===== config.mk =====
export PLATFORM = sky130hd
export DESIGN_NAME = dcache_ctrl
export DESIGN_NICKNAME = d
export VERILOG_FILES = /design/src/rtl/dcache_pkg.sv /design/src/rtl/dcache_array.sv /design/src/rtl/dcache_ctrl.sv
export SDC_FILE = /design/constraint.sdc
export NUM_CORES = 2
export LEC_CHECK = 0
export CAP_MARGIN = 20
export CORE_MARGIN = 2
export CORE_UTILIZATION = 45
export DETAILED_ROUTE_END_ITERATION = 8
export PLACE_DENSITY = 0.6
export SLEW_MARGIN = 20
export SYNTH_ARGS = -nofsm -noshare
export SYNTH_HDL_FRONTEND = slang
export SYNTH_SLANG_ARGS = --single-unit
export TNS_END_PERCENT = 20

===== constraint.sdc =====
create_clock -name CLK -period 18.9 [get_ports CLK]
set_clock_uncertainty 0.1 [all_clocks]
set_input_delay 2.835 -clock CLK [delete_from_list [all_inputs] [get_ports CLK]]
set_output_delay 2.835 -clock CLK [all_outputs]
set_load 0.005 [all_outputs]

===== src/rtl/dcache_pkg.sv =====
// -----------------------------------------------------------------------------
// dcache_pkg
// Shared definitions for the direct-mapped, write-back, write-allocate data
// cache controller (dcache_ctrl) and its line storage (dcache_array).
//   - cache geometry (DC_LINES lines of DC_WORDS 32-bit words) and the
//     derived address field widths
//   - controller state enum
//   - line record {valid, dirty, tag, data[WORDS]}
//   - saturating increment helper for the optional statistics counters
// Byte address layout: {tag, idx, off, 2'b00}.
// -----------------------------------------------------------------------------
package dcache_pkg;

  localparam int unsigned DC_LINES = 16;
  localparam int unsigned DC_WORDS = 4;

  localparam int unsigned OFF_W = $clog2(DC_WORDS);
  localparam int unsigned IDX_W = $clog2(DC_LINES);
  localparam int unsigned TAG_W = 32 - 2 - OFF_W - IDX_W;

  typedef enum logic [1:0] {
    IDLE      = 2'd0,
    WRITEBACK = 2'd1,
    ALLOCATE  = 2'd2
  } state_e;

  typedef struct packed {
    logic                         valid;
    logic                         dirty;
    logic [TAG_W-1:0]             tag;
    logic [DC_WORDS-1:0][31:0]    data;
  } line_t;

  // Counter increment that sticks at all-ones instead of wrapping.
  function automatic logic [31:0] sat_inc(input logic [31:0] v);
    logic [31:0] r;
    if (v == 32'hFFFF_FFFF) begin
      r = v;
    end else begin
      r = v + 32'd1;
    end
    return r;
  endfunction

endpackage


===== src/rtl/dcache_array.sv =====
// -----------------------------------------------------------------------------
// dcache_array
// Line storage for dcache_ctrl: DEPTH lines of line_t, one whole-line write
// port and an asynchronous (combinational) read by index.
// Reset clears only the valid and dirty bits; tags and data keep whatever
// they held.
// Ports:
//   i_clk     clock
//   i_reset   synchronous active-high reset
//   i_we      write enable for the line at i_widx
//   i_widx    write index
//   i_wline   full line value to write
//   i_ridx    read index
//   o_rline   line currently stored at i_ridx
// -----------------------------------------------------------------------------
module dcache_array
  import dcache_pkg::*;
#(
  parameter int unsigned DEPTH = DC_LINES
) (
  input  logic             i_clk,
  input  logic             i_reset,
  input  logic             i_we,
  input  logic [IDX_W-1:0] i_widx,
  input  line_t            i_wline,
  input  logic [IDX_W-1:0] i_ridx,
  output line_t            o_rline
);

  line_t r_mem [DEPTH];

  // Line write port; reset invalidates and cleans every line.
  always_ff @(posedge i_clk) begin
    if (i_reset) begin
      for (int i = 0; i < int'(DEPTH); i++) begin
        r_mem[i].valid <= 1'b0;
        r_mem[i].dirty <= 1'b0;
      end
    end else if (i_we) begin
      r_mem[i_widx] <= i_wline;
    end
  end

  assign o_rline = r_mem[i_ridx];

endmodule


===== src/rtl/dcache_ctrl.sv =====
// -----------------------------------------------------------------------------
// dcache_ctrl
// Direct-mapped, write-back, write-allocate data cache controller sitting in
// the M pipeline stage. Hits complete combinationally in the same cycle
// (CacheReady=1); misses optionally write the dirty victim back word by word,
// then refill the line word by word over a req/ack memory port, and finally
// replay the access as a hit in IDLE.
//
// Optional build macro: CACHE_STATS_EN adds saturating HitCount/MissCount
// outputs. Without it those ports and counters do not exist.
//
// Ports:
//   CLK         clock
//   reset       synchronous active-high reset
//   MemReadM    load in M stage
//   MemWriteM   store in M stage (wins when both are high)
//   AddrM       byte address, bits [1:0] ignored; held while CacheReady=0
//   WriteDataM  store data
//   ReadDataM   load data, valid when CacheReady & MemReadM
//   CacheReady  access complete / no access pending
//   MemReq      main-memory word request
//   MemWe       1 = write word, 0 = read word
//   MemAddr     word-aligned main-memory address
//   MemWData    write data to memory
//   MemAck      memory accepted/returned one word this cycle
//   MemRData    read data, valid with MemAck & ~MemWe
//   HitCount    (CACHE_STATS_EN) hits in IDLE, excluding post-refill replay
//   MissCount   (CACHE_STATS_EN) IDLE -> WRITEBACK/ALLOCATE transitions
// LINES/WORDS must match DC_LINES/DC_WORDS in dcache_pkg, which fix the
// line record layout.
// -----------------------------------------------------------------------------
module dcache_ctrl
  import dcache_pkg::*;
#(
  parameter int unsigned LINES = DC_LINES,
  parameter int unsigned WORDS = DC_WORDS
) (
  input  logic        CLK,
  input  logic        reset,
  input  logic        MemReadM,
  input  logic        MemWriteM,
  input  logic [31:0] AddrM,
  input  logic [31:0] WriteDataM,
  output logic [31:0] ReadDataM,
  output logic        CacheReady,
  output logic        MemReq,
  output logic        MemWe,
  output logic [31:0] MemAddr,
  output logic [31:0] MemWData,
  input  logic        MemAck,
  input  logic [31:0] MemRData
`ifdef CACHE_STATS_EN
  ,
  output logic [31:0] HitCount,
  output logic [31:0] MissCount
`endif
);

  localparam logic [OFF_W-1:0] CNT_ZERO = OFF_W'(0);
  localparam logic [OFF_W-1:0] CNT_ONE  = OFF_W'(1);
  localparam logic [OFF_W-1:0] CNT_LAST = OFF_W'(WORDS - 1);

  state_e           r_state;
  state_e           w_state_nxt;
  logic [OFF_W-1:0] r_cnt;
  logic [OFF_W-1:0] w_cnt_nxt;

  logic [OFF_W-1:0] w_off;
  logic [IDX_W-1:0] w_idx;
  logic [TAG_W-1:0] w_tag;
  logic [1:0]       w_unused_addr_lsb;
  logic             w_access;
  logic             w_hit;

  line_t            w_line;
  line_t            w_wline;
  logic             w_we;

  assign w_off             = AddrM[2 +: OFF_W];
  assign w_idx             = AddrM[2 + OFF_W +: IDX_W];
  assign w_tag             = AddrM[31 -: TAG_W];
  assign w_unused_addr_lsb = AddrM[1:0];
  assign w_access          = MemReadM | MemWriteM;
  assign w_hit             = w_line.valid & (w_line.tag == w_tag);

  // The M stage is stalled during a miss, so AddrM (and therefore w_idx)
  // keeps pointing at the victim line for the whole transfer.
  dcache_array #(
    .DEPTH (LINES)
  ) u_array (
    .i_clk   (CLK),
    .i_reset (reset),
    .i_we    (w_we),
    .i_widx  (w_idx),
    .i_wline (w_wline),
    .i_ridx  (w_idx),
    .o_rline (w_line)
  );

  // State and word counter registers.
  always_ff @(posedge CLK) begin
    if (reset) begin
      r_state <= IDLE;
      r_cnt   <= CNT_ZERO;
    end else begin
      r_state <= w_state_nxt;
      r_cnt   <= w_cnt_nxt;
    end
  end

  // Next state, line update and all outputs.
  always_comb begin
    w_state_nxt = r_state;
    w_cnt_nxt   = r_cnt;
    w_we        = 1'b0;
    w_wline     = w_line;
    CacheReady  = 1'b0;
    ReadDataM   = 32'd0;
    MemReq      = 1'b0;
    MemWe       = 1'b0;
    MemAddr     = 32'd0;
    MemWData    = 32'd0;

    case (r_state)
      IDLE: begin
        if (!w_access) begin
          CacheReady = 1'b1;
        end else if (w_hit) begin
          CacheReady = 1'b1;
          if (MemWriteM) begin
            w_wline.data[w_off] = WriteDataM;
            w_wline.dirty       = 1'b1;
            w_we                = 1'b1;
          end else begin
            ReadDataM = w_line.data[w_off];
          end
        end else begin
          w_cnt_nxt = CNT_ZERO;
          if (w_line.valid && w_line.dirty) begin
            w_state_nxt = WRITEBACK;
          end else begin
            w_state_nxt = ALLOCATE;
          end
        end
      end

      WRITEBACK: begin
        MemReq   = 1'b1;
        MemWe    = 1'b1;
        MemAddr  = {w_line.tag, w_idx, r_cnt, 2'b00};
        MemWData = w_line.data[r_cnt];
        if (MemAck) begin
          // Counter wraps to zero exactly when the last word is accepted.
          w_cnt_nxt = r_cnt + CNT_ONE;
          if (r_cnt == CNT_LAST) begin
            w_wline.dirty = 1'b0;
            w_we          = 1'b1;
            w_state_nxt   = ALLOCATE;
          end else begin
            w_state_nxt = WRITEBACK;
          end
        end else begin
          w_state_nxt = WRITEBACK;
        end
      end

      ALLOCATE: begin
        MemReq  = 1'b1;
        MemWe   = 1'b0;
        MemAddr = {w_tag, w_idx, r_cnt, 2'b00};
        if (MemAck) begin
          w_wline.data[r_cnt] = MemRData;
          w_we                = 1'b1;
          w_cnt_nxt           = r_cnt + CNT_ONE;
          if (r_cnt == CNT_LAST) begin
            w_wline.valid = 1'b1;
            w_wline.dirty = 1'b0;
            w_wline.tag   = w_tag;
            w_state_nxt   = IDLE;
          end else begin
            w_state_nxt = ALLOCATE;
          end
        end else begin
          w_state_nxt = ALLOCATE;
        end
      end

      default: begin
        w_state_nxt = IDLE;
        w_cnt_nxt   = CNT_ZERO;
      end
    endcase
  end

`ifdef CACHE_STATS_EN
  logic        r_replay;
  logic [31:0] r_hit_cnt;
  logic [31:0] r_miss_cnt;
  logic        w_hit_evt;
  logic        w_miss_evt;

  assign w_hit_evt  = (r_state == IDLE) & w_access & w_hit & ~r_replay;
  assign w_miss_evt = (r_state == IDLE) & w_access & ~w_hit;

  // Statistics; r_replay marks the first IDLE cycle after a refill so the
  // replayed access is not also counted as a hit.
  always_ff @(posedge CLK) begin
    if (reset) begin
      r_replay   <= 1'b0;
      r_hit_cnt  <= 32'd0;
      r_miss_cnt <= 32'd0;
    end else begin
      r_replay <= (r_state == ALLOCATE) && (w_state_nxt == IDLE);
      if (w_hit_evt) begin
        r_hit_cnt <= sat_inc(r_hit_cnt);
      end
      if (w_miss_evt) begin
        r_miss_cnt <= sat_inc(r_miss_cnt);
      end
    end
  end

  assign HitCount  = r_hit_cnt;
  assign MissCount = r_miss_cnt;
`endif

endmodule

==> impl_metrics.env <==
export IMPL_rows=173
export IMPL_via_per_inst=6.37
export IMPL_htree_levels=5
export IMPL_final_cell_mix="edfxtp_1 (2,464), mux4_2 (783), clkbuf_16 (280)"
export IMPL_routedWlPerCell_um=34.6
export IMPL_ys_flop_type="edfxtp_1"
export IMPL_drc=0
export IMPL_utilization=0.516
export IMPL_cap_violations=0
export IMPL_clk_latency_ns=0.92
export IMPL_drive_above_1_share=0.282
export IMPL_num_io_pins=200
export IMPL_worst_ep_arrival_time_ns=9.43
export IMPL_cts_tree="built"
export IMPL_grt_pass1_wl_mm=390
export IMPL_nFillCells=17432
export IMPL_power_density_nw_per_um2=110
export IMPL_fin_tns_setup_ns=0
export IMPL_status="finished clean"
export IMPL_period_needed_ns=12.37
export IMPL_place_ws_ns=6.54
export IMPL_hold_violations=0
export IMPL_cts_sinks=2468
export IMPL_final_common_cell="edfxtp_1"
export IMPL_ant_nets=0
export IMPL_ys_types=63
export IMPL_avgSynthCellArea_sq_um=22.1
export IMPL_yosysWarnings=0
export IMPL_dp_hpwl_mm=140
export IMPL_fin_nets=4993
export IMPL_cp_required_ns=15.97
export IMPL_synth_async_reset_ratio=0
export IMPL_slew_headroom=0.232
export IMPL_hold_buffers=0
export IMPL_end_kind="output port"
export IMPL_core_sq_um=222000
export IMPL_die_area_sq_um=226000
export IMPL_yosysSeqAreaShare=0.740
export IMPL_cts_resized_gates=0
export IMPL_grt_max_degree=133
export IMPL_ys_seq_elements=2468
export IMPL_portBuffers=195
export IMPL_worst_pin_slew_ns=1.15
export IMPL_globalplace_congestion=0.766
export IMPL_synth_area_sq_um=100000
export IMPL_area_delta_synth_final_pct=14.2
export IMPL_clockBufferDepth=4
export IMPL_cts_setup_buffers=0
export IMPL_holdPathStages=2
export IMPL_finalMaxSlewViolations=0
export IMPL_grt_pass1_vias=51485
export IMPL_setup_ws_ns=6.53
export IMPL_grt_use_total=0.244
export IMPL_max_freq_mhz=80.9
export IMPL_grt_overflow_total=0
export IMPL_cts_root_buffer="clkbuf_16"
export IMPL_wl_mm=278
export IMPL_r2r_slack_ns=11.96
export IMPL_peakVddDrop_mv=0.105
export IMPL_initial_core_util=0.452
export IMPL_p_leak_nw=35.2
export IMPL_min_period_over_period=0.654
export IMPL_path_class="primary input to output port"
export IMPL_rsz0062_at_grt="no"
export IMPL_synth_edf_count=2464
export IMPL_r2r_cells=12
export IMPL_grt_antenna_before_repair=32
export IMPL_die_y_um=476
export IMPL_fp_dieW_um=476
export IMPL_cts_clk_slew_worst_paths_ns=0.05
export IMPL_worstPathMaxFanout=65
export IMPL_vias=51229
export IMPL_syn_inst=4540
export IMPL_start_kind="primary input"
export IMPL_setup_violations=0
export IMPL_cts_made_buffers=275
export IMPL_drt_pass1_iterations=6
export IMPL_min_path_type="flip-flop to flip-flop"
export IMPL_drtIter0Drc=6218
[worst paths after layout]
kind	startpoint	end
setup / recovery	AddrM[4]	ReadDataM[16]
hold / removal	r_state[1]	r_state[1]
setup reg to reg	u_array.r_mem[7][138]	u_array.r_mem[11][138]
hold reg to reg	r_state[1]	r_state[1]
[power breakdown]
group	internal [W]	switching, W	total (W)
registers	0.00638	0.00000798	0.00639
logic	0.000397	0.000844	0.00124
clock network	0.00288	0.00206	0.00494
total	0.00966	0.00291	0.0126
[per-stage QoR]
stage,power (W),hold WS [ns],cell area (sq um),cells
6_report,0.0126,0.460,114000,8041
5_1_grt,0.0129,0.494,114000,8035
4_1_cts,0.0126,0.458,114000,7961
3_5_place_dp,0.00769,0.451,106000,7513
3_3_place_gp,0.00765,0.432,106000,7513
2_1_floorplan,0.00723,0.370,100000,4541
[cells in the mapped netlist (12+ instances only)]
| cell | instances | area share |
|---|---|---|
| and2_1 | 52 | 0.0032 |
| o22ai_1 | 14 | 0.00087 |
| nand3_1 | 135 | 0.0067 |
| mux2_2 | 33 | 0.0037 |
| a32oi_1 | 97 | 0.0085 |
| buf_2 | 62 | 0.0031 |
| nor4b_2 | 28 | 0.0042 |
| xor2_1 | 12 | 0.0010 |
| nor3_1 | 18 | 0.00090 |
| clkbuf_1 | 192 | 0.0072 |
| edfxtp_1 | 2464 | 0.74 |
| mux4_2 | 783 | 0.18 |
| o211ai_1 | 129 | 0.0097 |
| nand2_1 | 89 | 0.0033 |
| xnor2_1 | 13 | 0.0011 |
| mux2i_1 | 64 | 0.0064 |
| buf_1 | 49 | 0.0018 |
| nor2b_1 | 53 | 0.0033 |
| a22oi_1 | 77 | 0.0058 |
| o31ai_2 | 13 | 0.0016 |
| nor2_1 | 15 | 0.00056 |
| o21ai_0 | 20 | 0.0010 |
[critical path, cell delays in order]
cell and delay (ns):
buf_8 0.54, buf_4 0.76, buf_4 0.83, mux4_2 0.61, mux2_2 0.31, mux2i_1 0.45, o21ai_1 0.12, or3_1 0.44
a211oi_1 0.66, nand4_1 0.18, buf_4 0.31, nor2b_1 0.56, clkdlybuf4s50_1 0.63
[area by class of cell]
cell class,count,area (sq um),share of cell area
Tap cell,2975,3720,0.0326
Sequential cell,2468,74100,0.648
Clock buffer,337,7220,0.0632
Multi-Input combinational cell,1743,24800,0.217
Timing Repair Buffer,386,3540,0.0310
Clock inverter,111,873,0.00764
Inverter,10,38.8,0.000339
Antenna cell,11,27.5,0.000241
[kinds of logic (layout without fill, tap and decap cells)]
logic type,count (synthesis),count (layout),synth area share
flip-flops,2468,2468,0.740
XOR/XNOR,25,25,0.00219
AO/OA/AOI/OAI,390,390,0.0306
buffers and inverters,330,844,0.0140
other,1,13,0.0000375
adder cells (fa/ha/maj),8,8,0.00100
AND/OR/NAND/NOR,428,428,0.0250
multiplexers,890,890,0.187
[flip-flops by register name, indices dropped and copies added, names as in the netlist]
register / flops
r_state: 2
u_array.r_mem: 2464
r_cnt: 2
[metal layers]
layer,vias to the layer above,GRT usage,part of all wire
li1,20366,-,-
met1,27820,0.336,0.40
met2,2441,0.393,0.49
met3,584,0.0416,0.076
met4,18,0.0946,0.040
met5,-,0,0.00043
(Power assumes the default switching activity.)
